### src/rtl/hwag_pkg.sv
// Shared types and constants for the HWAG injection channel.
package hwag_pkg;

  localparam int ANGLE_W_DEF = 24;
  localparam int TIME_W_DEF  = 24;
  localparam int ACNT_TOP    = 3839;

  typedef enum logic [1:0] {
    ST_IDLE  = 2'd0,
    ST_ARMED = 2'd1,
    ST_OPEN  = 2'd2,
    ST_LOCK  = 2'd3
  } inj_state_e;

endpackage

### src/rtl/hwag_pulse_timer.sv
// Pulse duration timer: 2^presc prescaler feeding a loadable down-counter.
module hwag_pulse_timer #(
  parameter int TIME_W  = 24,
  parameter int PRESC_W = 4
) (
  input  logic               clk,
  input  logic               rst,
  input  logic               load,
  input  logic               run,
  input  logic [TIME_W-1:0]  load_val,
  input  logic [PRESC_W-1:0] presc,
  output logic               tick,
  output logic               zero,
  output logic [TIME_W-1:0]  count
);

  localparam int PCNT_W = 2 ** PRESC_W;

  logic [PCNT_W-1:0] presc_cnt;
  logic [PCNT_W-1:0] presc_mask;

  // Tick fires when the prescaler has seen 2^presc running clocks.
  assign presc_mask = ~({PCNT_W{1'b1}} << presc);
  assign tick       = run && (presc_cnt == presc_mask);
  assign zero       = (count == '0);

  always_ff @(posedge clk) begin
    if (rst) begin
      count     <= '0;
      presc_cnt <= '0;
    end else if (load) begin
      count     <= load_val;
      presc_cnt <= '0;
    end else if (run) begin
      presc_cnt <= tick ? '0 : presc_cnt + PCNT_W'(1);
      if (tick && !zero)
        count <= count - TIME_W'(1);
    end
  end

endmodule

### src/rtl/hwag_inj_channel.sv
// One injector channel: opens at a programmed angle, closes after a timed pulse,
// and fires at most once per revolution.
module hwag_inj_channel
  import hwag_pkg::*;
#(
  parameter int ANGLE_W = ANGLE_W_DEF,
  parameter int TIME_W  = TIME_W_DEF,
  parameter int PRESC_W = 4
) (
  input  logic               clk,
  input  logic               rst,
  input  logic               ena,
  input  logic               hwag_start,
  input  logic               acnt_ena,
  input  logic [ANGLE_W-1:0] acnt_data,
  input  logic               wr,
  input  logic [ANGLE_W-1:0] start_angle_in,
  input  logic [TIME_W-1:0]  pulse_time_in,
  input  logic [PRESC_W-1:0] presc,
  output logic               inj_out,
  output logic               pending,
  output logic               overrun,
  output logic [1:0]         state_out
);

  inj_state_e state, state_next;

  logic [ANGLE_W-1:0] pend_angle, act_angle;
  logic [TIME_W-1:0]  pend_time, act_time;
  logic [TIME_W-1:0]  timer_count;
  logic               angle_match, apply, pulse_done;
  logic               timer_load, timer_run, timer_tick, timer_zero;

  assign angle_match = acnt_ena && (acnt_data == act_angle);
  assign apply       = ena && pending && (state != ST_OPEN);
  assign timer_run   = ena && (state == ST_OPEN);
  assign timer_load  = ena && (state == ST_ARMED) && (state_next == ST_OPEN);
  assign pulse_done  = timer_tick && (timer_zero || (timer_count == TIME_W'(1)));
  assign state_out   = state;

  hwag_pulse_timer #(
    .TIME_W  (TIME_W),
    .PRESC_W (PRESC_W)
  ) u_timer (
    .clk      (clk),
    .rst      (rst),
    .load     (timer_load),
    .run      (timer_run),
    .load_val (act_time),
    .presc    (presc),
    .tick     (timer_tick),
    .zero     (timer_zero),
    .count    (timer_count)
  );

  // Losing hwag_start always wins; LOCK waits for the angle to move off the match.
  always_comb begin
    state_next = state;
    if (!hwag_start) begin
      state_next = ST_IDLE;
    end else begin
      case (state)
        ST_IDLE:  state_next = ST_ARMED;
        ST_ARMED: if (angle_match && (act_time != '0)) state_next = ST_OPEN;
        ST_OPEN:  if (pulse_done) state_next = ST_LOCK;
        ST_LOCK:  if (acnt_ena && !angle_match) state_next = ST_ARMED;
        default:  state_next = ST_IDLE;
      endcase
    end
  end

  always_ff @(posedge clk) begin
    if (rst) begin
      state   <= ST_IDLE;
      inj_out <= 1'b0;
    end else if (ena) begin
      state   <= state_next;
      inj_out <= (state_next == ST_OPEN);
    end
  end

  // A write in the same cycle as an apply lands in the pending slot and keeps it flagged.
  always_ff @(posedge clk) begin
    if (rst) begin
      pend_angle <= '0;
      pend_time  <= '0;
      act_angle  <= '0;
      act_time   <= '0;
      pending    <= 1'b0;
    end else begin
      if (apply) begin
        act_angle <= pend_angle;
        act_time  <= pend_time;
        pending   <= 1'b0;
      end
      if (ena && wr) begin
        pend_angle <= start_angle_in;
        pend_time  <= pulse_time_in;
        pending    <= 1'b1;
      end
    end
  end

  always_ff @(posedge clk) begin
    if (rst)
      overrun <= 1'b0;
    else if (ena && (state == ST_OPEN) && angle_match)
      overrun <= 1'b1;
  end

endmodule

### config.mk
export PLATFORM = sky130hd
export DESIGN_NAME = hwag_inj_channel
export DESIGN_NICKNAME = d
export VERILOG_FILES = /design/src/rtl/hwag_pkg.sv /design/src/rtl/hwag_pulse_timer.sv /design/src/rtl/hwag_inj_channel.sv
export SDC_FILE = /design/constraint.sdc
export NUM_CORES = 1
export LEC_CHECK = 0
export ABC_CLOCK_PERIOD_IN_PS = 6400
export BUFFER_PORTS_ARGS = -buffer_cell sky130_fd_sc_hd__buf_4
export CAP_MARGIN = 20
export CORE_MARGIN = 1
export CORE_UTILIZATION = 50
export CTS_BUF_LIST = sky130_fd_sc_hd__clkbuf_8
export DETAILED_ROUTE_END_ITERATION = 10
export PLACE_DENSITY_LB_ADDON = 0.12
export SLEW_MARGIN = 20
export SYNTH_ARGS = -nofsm -noshare
export SYNTH_HDL_FRONTEND = slang
export SYNTH_SLANG_ARGS = --single-unit
### constraint.sdc
create_clock -name clk -period 6.4 [get_ports clk]
set_clock_uncertainty 0.05 [all_clocks]
set_input_delay 0 -clock clk [delete_from_list [all_inputs] [get_ports clk]]
set_output_delay 0 -clock clk [all_outputs]
set_load 0.005 [all_outputs]
======== Word level (Yosys, flattened, before mapping) ========
Index checks and enable logic that the tools add are counted.
cells by class
  add/sub/neg operators ................... 2
  equal/unequal tests ..................... 8
  bitwise logic cells ..................... 1
  mux-type cells .......................... 11
  reductions and logical operators ........ 24
  shift operators ......................... 1
operators with widths
  kind                     count
  $mux W24                 3
  $eq A24 B1 Y1 const B    1
  $eq A24 B24 Y1           1
  $logic_not A24 Y1        1
  $reduce_bool A24 Y1      1
  $sub A24 B1 Y24 const B  1
  $add A16 B1 Y16 const B  1
  $eq A16 B16 Y1           1
  $mux W16                 1
  $not A16 Y16             1
  $shl A16 B4 Y16 const A  1
  $logic_and A1 B1 Y1      13
  $mux W2                  4
  $pmux W2 S4              1
  $eq A2 B2 Y1 const B     3
  $reduce_bool A2 Y1       3
  $eq A2 B1 Y1 const B     1
  $logic_not A1 Y1         2
  $logic_not A2 Y1         1
  $mux W1                  2
  $ne A2 B2 Y1 const B     1
  $reduce_and A2 Y1        1
  $reduce_or A2 Y1         1
  $logic_or A1 B1 Y1       1
word-level totals
  flip-flop bits (word level) ............. 141
  input bits .............................. 82
  word-level logic and storage cells ...... 57
  output and inout port bits .............. 5

======== Longest topological paths before layout ========
Gate-level depths: netlist of run 1.
  depth after elaboration ................. 12
  gate-level depth with buffers ........... 11
  mapped depth without buffers ............ 8

======== Modules after synthesis ========
From an unflattened synthesis of run 1, not the netlist that was laid out.
unflattened totals
  cells, all modules ...................... 876
  area, all modules ....................... 6777.8 sq um
by module, submodules not included
  module            times used  area each (sq um)  cells an instance  sequential area each (sq um)
  hwag_inj_channel  1           3953.8             505                2021.9
  hwag_pulse_timer  1           2824.0             371                800.8

======== Worst setup path after synthesis of run 1 ========
OpenSTA, ideal clock, no wires.
  path kind ............................... register -> register
  start point ............................. reg u_timer.count[6]
  end point ............................... reg u_timer.count[5]
  path buffers ............................ 3
  slack ................................... 3.479 ns
  arrival time ............................ 2.785 ns
  data required time ...................... 6.264 ns
  period minus slack after synthesis ...... 2.921 ns
  library setup time ...................... 0.086 ns
  stages on the path, launching flop included .. 11
  cells stage by stage .................... dfxtp_1 -> or4_4 -> or4_4 -> buf_6 -> nor4b_2 -> or2_1 -> buf_4 -> buf_6 -> nor4_1 -> xnor2_1 -> a211oi_1
on the way
  word-level cells in the longest chain between the ends .. 10
  elaborated cells on any way between the ends .. 15
  those cells by class .................... eq/ne: 2; mux: 4; reduce/logical: 9
ends and longest elaborated chain
  element                                                    line                                            text
  start: declaration                                         hwag_pulse_timer.sv:14                          output logic [TIME_W-1:0] count
  start signal: assignment                                   hwag_pulse_timer.sv:32                          count <= load_val;
  start signal: assignment                                   hwag_pulse_timer.sv:37                          count <= count - TIME_W'(1);
  $eq A24 B1 Y1 / $logic_not A24 Y1 (equally long branches)  hwag_inj_channel.sv:38, hwag_pulse_timer.sv:25
  $logic_or A1 B1 Y1                                         hwag_inj_channel.sv:38                          assign pulse_done = timer_tick && (timer_zero || (timer_count == TIME_W'(1)));
  $logic_and A1 B1 Y1                                        hwag_inj_channel.sv:38
  $mux W2                                                    hwag_inj_channel.sv:65                          ST_OPEN: if (pulse_done) state_next = ST_LOCK;
  $pmux W2 S4                                                hwag_inj_channel.sv:62                          case (state)
  $mux W2                                                    hwag_inj_channel.sv:59                          if (!hwag_start) begin
  $eq A2 B2 Y1                                               hwag_inj_channel.sv:37                          assign timer_load = ena && (state == ST_ARMED) && (state_next == ST_OPEN);
  $logic_and A1 B1 Y1                                        hwag_inj_channel.sv:37
  $reduce_bool A2 Y1 (no source line)                        --
  $reduce_and A2 Y1 (no source line)                         --
Several ways; a longest one is shown, not always the timed one.
A chain may end at the register's enable or synchronous reset.

======== Worst setup path in the final report of run 1 ========
  start point ............................. reg u_timer.count[6]
  end point ............................... reg u_timer.count[7]
The elaborated chain is that of the path after synthesis.

==> results of run 1 <==
worst max path at each step:
| stage | startpoint | to | slack [ns] | depth (start not counted) |
|---|---|---|---|---|
| 2_1_floorplan | u_timer.count[6] | u_timer.count[5] | 3.48 | 10 |
| 3_3_place_gp | u_timer.count[6] | u_timer.count[3] | 3.09 | 7 |
| 3_5_place_dp | u_timer.count[6] | u_timer.count[3] | 2.96 | 7 |
| 4_1_cts | u_timer.count[6] | u_timer.count[3] | 2.92 | 7 |
| 5_1_grt | u_timer.count[6] | u_timer.count[3] | 2.75 | 7 |
| 6_report | u_timer.count[6] | u_timer.count[7] | 2.91 | 7 |
cell usage after synthesis, types with 3 or more instances:
| master | number |
|---|---|
| a211oi_1 | 23 |
| a21oi_1 | 106 |
| a31oi_1 | 3 |
| and3_1 | 4 |
| buf_1 | 6 |
| buf_2 | 4 |
| buf_4 | 5 |
| clkbuf_1 | 40 |
| dfxtp_1 | 141 |
| ha_1 | 4 |
| inv_1 | 12 |
| nand2_1 | 217 |
| nand2b_1 | 3 |
| nand3_1 | 14 |
| nand3b_1 | 3 |
| nor2_1 | 56 |
| nor2b_1 | 3 |
| nor3_1 | 14 |
| nor4_1 | 27 |
| nor4b_1 | 4 |
| o2111ai_1 | 3 |
| o21ai_0 | 4 |
| or2_2 | 5 |
| or3_1 | 5 |
| or4_1 | 5 |
| or4_2 | 3 |
| xnor2_1 | 28 |
| xor2_1 | 32 |
critical path, stage by stage (launching register included):
cell and delay (ns):
dfxtp_1 0.36, or4_4 0.58, or4_4 0.58, nor4b_2 0.53
or2_1 0.67, nor4b_1 0.13, xnor2_1 0.18, a211oi_1 0.28
layout make-up:
cell class | count | share of cell area, %
well taps | 172 | 2.63
clock inverters | 10 | 1.65
clock buffers | 22 | 3.70
flip-flops and latches | 141 | 34.5
inverters | 12 | 0.551
multi-input cells | 615 | 41.3
repair buffers | 151 | 15.6
metrics by stage:
step	utilization, %	hold WS, ns	power [mW]
after floorplan	-	0.0860	0.992
after global placement	56.7	0.196	1.05
after detailed placement	56.7	0.205	1.05
after CTS	64.8	0.133	1.85
after global routing	64.8	0.184	1.91
final	64.8	0.154	1.83
placed cells by master, fill, tap and decap left out, drive strengths merged, types with 4 or more instances in the layout:
master	count
a211oi	23
a21oi	106
and3	4
buf	93
clkbuf	22
dfxtp	141
dlygate4sd3	58
ha	4
inv	14
nand2	217
nand3	14
nor2	57
nor3	14
nor4	29
nor4b	6
o21ai	4
or2	7
or3	6
or4	10
xnor2	28
xor2	32
registers in the layout, indices dropped and copies added (netlist names), 2 cells and up:
name	count
pend_time	24
act_time	24
u_timer.presc_cnt	16
state_out	2
pend_angle	24
u_timer.count	24
act_angle	24
cell families (layout without fill, tap and decap cells):
group | count (synthesis) | in the layout | synth area share, %
xor gates and xnor gates | 60 | 60 | 8.09
DFF | 141 | 141 | 43.5
AOI/OAI and AO/OA | 164 | 164 | 15.1
and+or+nand+nor | 384 | 384 | 27.5
buffers and inverters | 69 | 195 | 4.59
adders and majority gates | 4 | 4 | 0.771
muxes | 3 | 3 | 0.482
repair_timing:
item,in CTS,in global routing
hold endpoints to repair,69,0
hold buffers,58,0
setup endpoints to repair,0,0
power groups by stage:
stage	Combinational, mW	Clock, mW	Sequential [mW]
after global routing	0.171	0.830	0.906
after global placement	0.125	0	0.924
after CTS	0.154	0.788	0.904
after detailed placement	0.127	0	0.925
after floorplan	0.0700	0	0.922
final	0.156	0.774	0.904
metal layers:
metal / vias to the layer above / global-route usage, %
met2: 162 / 40.3
met4: 0 / 8.63
met3: 25 / 5.70
li1: 3042 / -
met5: - / 0
met1: 2808 / 35.6
==> impl_metrics.toml, run 1 <==
[run_status]
outcome = "completed"

[clocking]
cts.reportedPaths.clkPinSlew_ns = 0.08
cts_resized = 0
h-tree-depth = 4
clkSinkCount = 141
cts_buffers = 17
cts_tree = "yes"
clockBufferDepth = 2
clock_latency_ns = 0.44
cts_setup_buffers = 0
root_buffer = "clkbuf_8"

[power_and_ir_drop]
ir_drop_mv = 0.161
power_frac_clock_pct = 42.2
p_int_mw = 1.41
p_leak_nw = 3.14
switchingPower_mw = 0.425
comb_power_share_pct = 8.5
power.share.sequential_pct = 49.3
powerDensity_nw_per_um2 = 224
swShare_pct = 23.2

[synthesis]
synth_top_area_cell = "dfxtp_1"
ys.flop_type = "dfxtp_1"
synth-edff-count = 0
synth.area.top_cells = "dfxtp_1, nand2_1, a21oi_1, xor2_1, xnor2_1"
synth_cells = 825
avgSynthCellArea_sq_um = 7.87
synth_nets = 911
synth_top_area_share_pct = 43.5
ys_warn_count = 0
ys_seq_area_share_pct = 43.5
synth.distinct_cells = 64
synth-seq-cells = 141
ys_async_sr_fraction_pct = 0
synth.cell_area_sq_um = 6490

[placed_design]
placed_area_sq_um = 7150
place.gp.congestion = 0.926
place_inst = 1033
hpwl_microns = 10500
port_buffers = 86
place_ws_ns = 2.96

[cells_and_area]
drive_above_1_share_pct = 15.5
fin_area_sq_um = 8170
multiInputGateArea_sq_um = 3370
seq_area_sq_um = 2820
nNetsFinal = 1024
layout.cells.non_filler = 1123
nFillCells = 1118
diodes = 0
syn_to_final_growth_pct = 25.9

[setup_path]
cp_max_fo = 18
cp-end-kind = "flip-flop"
worstSetupPathType = "reg -> reg"
timing.rr.end = "u_timer.count[7]"
rrSetupSlack_ns = 2.91
arrival_ns = 3.77
rr_startpoint = "u_timer.count[6]"
worstRegToRegCells = 7
required_ns = 6.69
critPathLaunchType = "flip-flop"

[timing]
fin_ws_ns = 2.91
setup_violations = 0
fin_crit_sh_pct = 54.5
finalCriticalPeriod_ns = 3.49
hold_violations = 0
worst_pin_slew_ns = 1.07
slew_headroom_pct = 28.9
slew_viol_final = 0
timing.setup.tns_ns = 0
rsz0062_at_grt = "false"
clock.fmax_mhz = 287

[global_route]
track_usage_pct = 25.9
grt_first_pass_wirelength_microns = 27200
grt_pass1_vias = 5584
grt.overflow.total = 0
antenna_found_initial = 0
grt_max_degree = 104

[floorplan]
io_pins = 87
die_h_microns = 116
core_sq_um = 12600
start_util_pct = 51.5
rows = 41
fp.dieArea_sq_um = 13400
die_w_microns = 116

[route]
dr_wl_met2_microns = 7570
drt_iter0_drc = 405
wl_met1_microns = 7730
drc_errors = 0
wire_per_inst_microns = 14.6
routed-via-count = 6037
routed_wl_microns = 16400
drt-pass1-iter-count = 5
ant_nets = 0
wl_met3_microns = 868
via_per_inst = 5.38
maxUsedRoutingLayer = "met4"

[worst_hold_path]
holdCritPathClass = "in -> reg"
whs_path_depth = 5
min_to = "pend_angle[11]"
hold_start = "wr"

[run]
drv_cap = 0
Power figures use the tool's default switching activity.
==> inputs of run 2 (changes only) <==
--- a/config.mk
+++ b/config.mk
@@ -5,7 +5,8 @@
 export SDC_FILE = /design/constraint.sdc
 export NUM_CORES = 1
 export LEC_CHECK = 0
-export ABC_CLOCK_PERIOD_IN_PS = 6400
+export ABC_AREA = 1
+export ABC_CLOCK_PERIOD_IN_PS = 2950
 export BUFFER_PORTS_ARGS = -buffer_cell sky130_fd_sc_hd__buf_4
 export CAP_MARGIN = 20
 export CORE_MARGIN = 1
==> constraint.sdc (replaced) <==
create_clock -name clk -period 2.95 [get_ports clk]
set_clock_uncertainty 0.05 [all_clocks]
set_input_delay 0 -clock clk [delete_from_list [all_inputs] [get_ports clk]]
set_output_delay 0 -clock clk [all_outputs]
set_load 0.005 [all_outputs]
==> run 2 against run 1 <==
Critical path depth up 4. First-iteration DRC count up 11%. Routed wire length up 9.0%. Core utilization down 1.2 points. Total power up 130%. Via count up 14%.
==> impl_metrics.toml, run 2 <==
[setup_path]
arrival_ns = 2.67
cp_common_cell = "nand2_1"
cp_cell_sequence = "nor2_1, nand2_1, nor4_1, nand2_1, nor2_1, nand3_1, nand2_1, nand2_2, nand3_2, nand3_1, nor3b_1"
rr_startpoint = "u_timer.count[16]"
crit_start = "u_timer.count[16]"
cp-end-kind = "flip-flop"
required_ns = 3.27
cp_top_family = "simple AND/OR/NAND/NOR gates"
rrSetupSlack_ns = 0.60
crit_slowest_cell = "nand3_1"
crit_path_max_incr_delay_ns = 0.42
worst-path-buf-inv = 0
cp_max_fo = 14
worstSetupPathType = "reg -> reg"
critPathLaunchType = "flip-flop"

[timing]
holdWs_ns = 0.0966
timing.setup.tns_ns = 0
rsz0062_at_grt = "false"
finalCriticalPeriod_ns = 2.35
clock.fmax_mhz = 426
worst_pin_slew_ns = 0.660
slew_viol_final = 0
slew_headroom_pct = 56.0
fin_crit_sh_pct = 79.6
hold_violations = 0
setup_violations = 0

[route]
routed_wl_microns = 17900
routed-via-count = 6897
drt_iter0_drc = 450
wire_per_inst_microns = 12.9
via_per_inst = 4.96
drc_errors = 0
drt-pass1-iter-count = 5
ant_nets = 0

[clocking]
cts-hold-fix-buffers = 52
cts.reportedPaths.clkPinSlew_ns = 0.08
cts_tree = "yes"
h-tree-depth = 4
cts_buffers = 17
clock_latency_ns = 0.46
root_buffer = "clkbuf_8"
clockBufferDepth = 2
cts_resized = 0
cts_setup_buffers = 0
clkSinkCount = 141

[floorplan]
rows = 43
die_h_microns = 121
core_sq_um = 13900
die_w_microns = 121
io_pins = 87
fp.dieArea_sq_um = 14700
start_util_pct = 51.4

[synthesis]
synth.cell_area_sq_um = 7130
synth_top_area_cell = "dfxtp_1"
synth_nets = 1165
ys_warn_count = 0
synth.area.top_cells = "dfxtp_1, nor2_1, nand2_1, o21ai_0, a21oi_1"
avgSynthCellArea_sq_um = 6.61
synth-seq-cells = 141
ys_seq_area_share_pct = 39.6
ys_async_sr_fraction_pct = 0
synth_most_common_cell = "nor2_1"
synth.distinct_cells = 34
synth-edff-count = 0
netlist_top_cells_count = "nor2_1, nand2_1, dfxtp_1"
synth_cells = 1079
synth_top_area_share_pct = 39.6
ys.flop_type = "dfxtp_1"

[cells_and_area]
drive_above_1_share_pct = 12.4
diodes = 0
final_cell_mix = "nor2_1, nand2_1, dfxtp_1, o21ai_0, buf_4"
nNetsFinal = 1283
syn_to_final_growth_pct = 23.8
postLayoutCoreUtil_pct = 63.6
mostFrequentLayoutCell = "nor2_1"

[worst_hold_path]
hold_start = "wr"
holdCritPathClass = "in -> reg"

[placed_design]
port_buffers = 86
hpwl_microns = 12400
place.gp.congestion = 0.951

[global_route]
grt.overflow.total = 0
grt_pass1_vias = 6120
grt_max_degree = 81
antenna_found_initial = 0
track_usage_pct = 25.2
grt_first_pass_wirelength_microns = 29200

[power_and_ir_drop]
p_leak_nw = 3.86
powerDensity_nw_per_um2 = 483
ir_drop_mv = 0.325

[run_status]
outcome = "completed"

[run]
drv_cap = 0
run 2: cell count changes in the layout (fill, tap and decap cells not counted), sizes merged, moves of 33 or more:
cell,change
inv,+90
a21oi,-33
nor2,+174
nand3,+35
o21ai,+100
nand4,+36
run 2: power by group:
part	total (mW)	leakage (nW)	internal (mW)	switching (mW)
combinational	0.493	2.50	0.227	0.266
clock	1.75	0.212	0.935	0.812
sequential	2.02	1.15	1.98	0.0426
run 2: worst register-to-register path, stage by stage, from the launching register on:
cell and delay, ns:
dfxtp_1 0.35, nor2_1 0.18, nand2_1 0.09, nor4_1 0.30
nand2_1 0.09, nor2_1 0.14, nand3_1 0.09, nand2_1 0.09
nand2_2 0.07, nand3_2 0.08, nand3_1 0.42, nor3b_1 0.32
run 2: per-layer routing:
metal | wire [microns] | GRT usage [%]
met5 | 0 | 0
met4 | 267 | 7.72
met3 | 797 | 4.93
met2 | 7860 | 38.5
met1 | 8950 | 35.5
run 2: worst paths after layout:
check,to,cells past startpoint
max,u_timer.presc_cnt[9],11
min,pend_angle[2],5
max reg2reg,u_timer.presc_cnt[9],11
min reg2reg,act_angle[18],2
run 2: cell type report:
cell class                      instances  area (sq um)
Fill cell                            1327          5050
Multi-Input combinational cell        788          3710
Sequential cell                       141          2820
Timing Repair Buffer                  150          1260
Inverter                               99           372
Clock buffer                           17           234
Tap cell                              180           225
Clock inverter                         15           210
run 2: kinds of logic (layout without fill, tap and decap cells):
group                      after synthesis  in the layout  synth area share [%]
AOI/OAI and AO/OA                      181            181                  13.0
and+or+nand+nor                        559            559                  32.8
buffers and inverters                  150            281                  8.47
DFF                                    141            141                  39.6
adders and majority gates                4              4                 0.702
xor gates and xnor gates                44             44                  5.40
run 2: through the flow:
stage                     cells  area (sq um)  worst slack (ns)  power (mW)
after floorplan            1079          7130             0.990        2.33
after global placement     1306          7860             0.695        2.50
after detailed placement   1306          7860             0.654        2.50
after CTS                  1390          8830             0.634        4.28
after global routing       1390          8830             0.266        4.44
final                      1390          8830             0.601        4.26
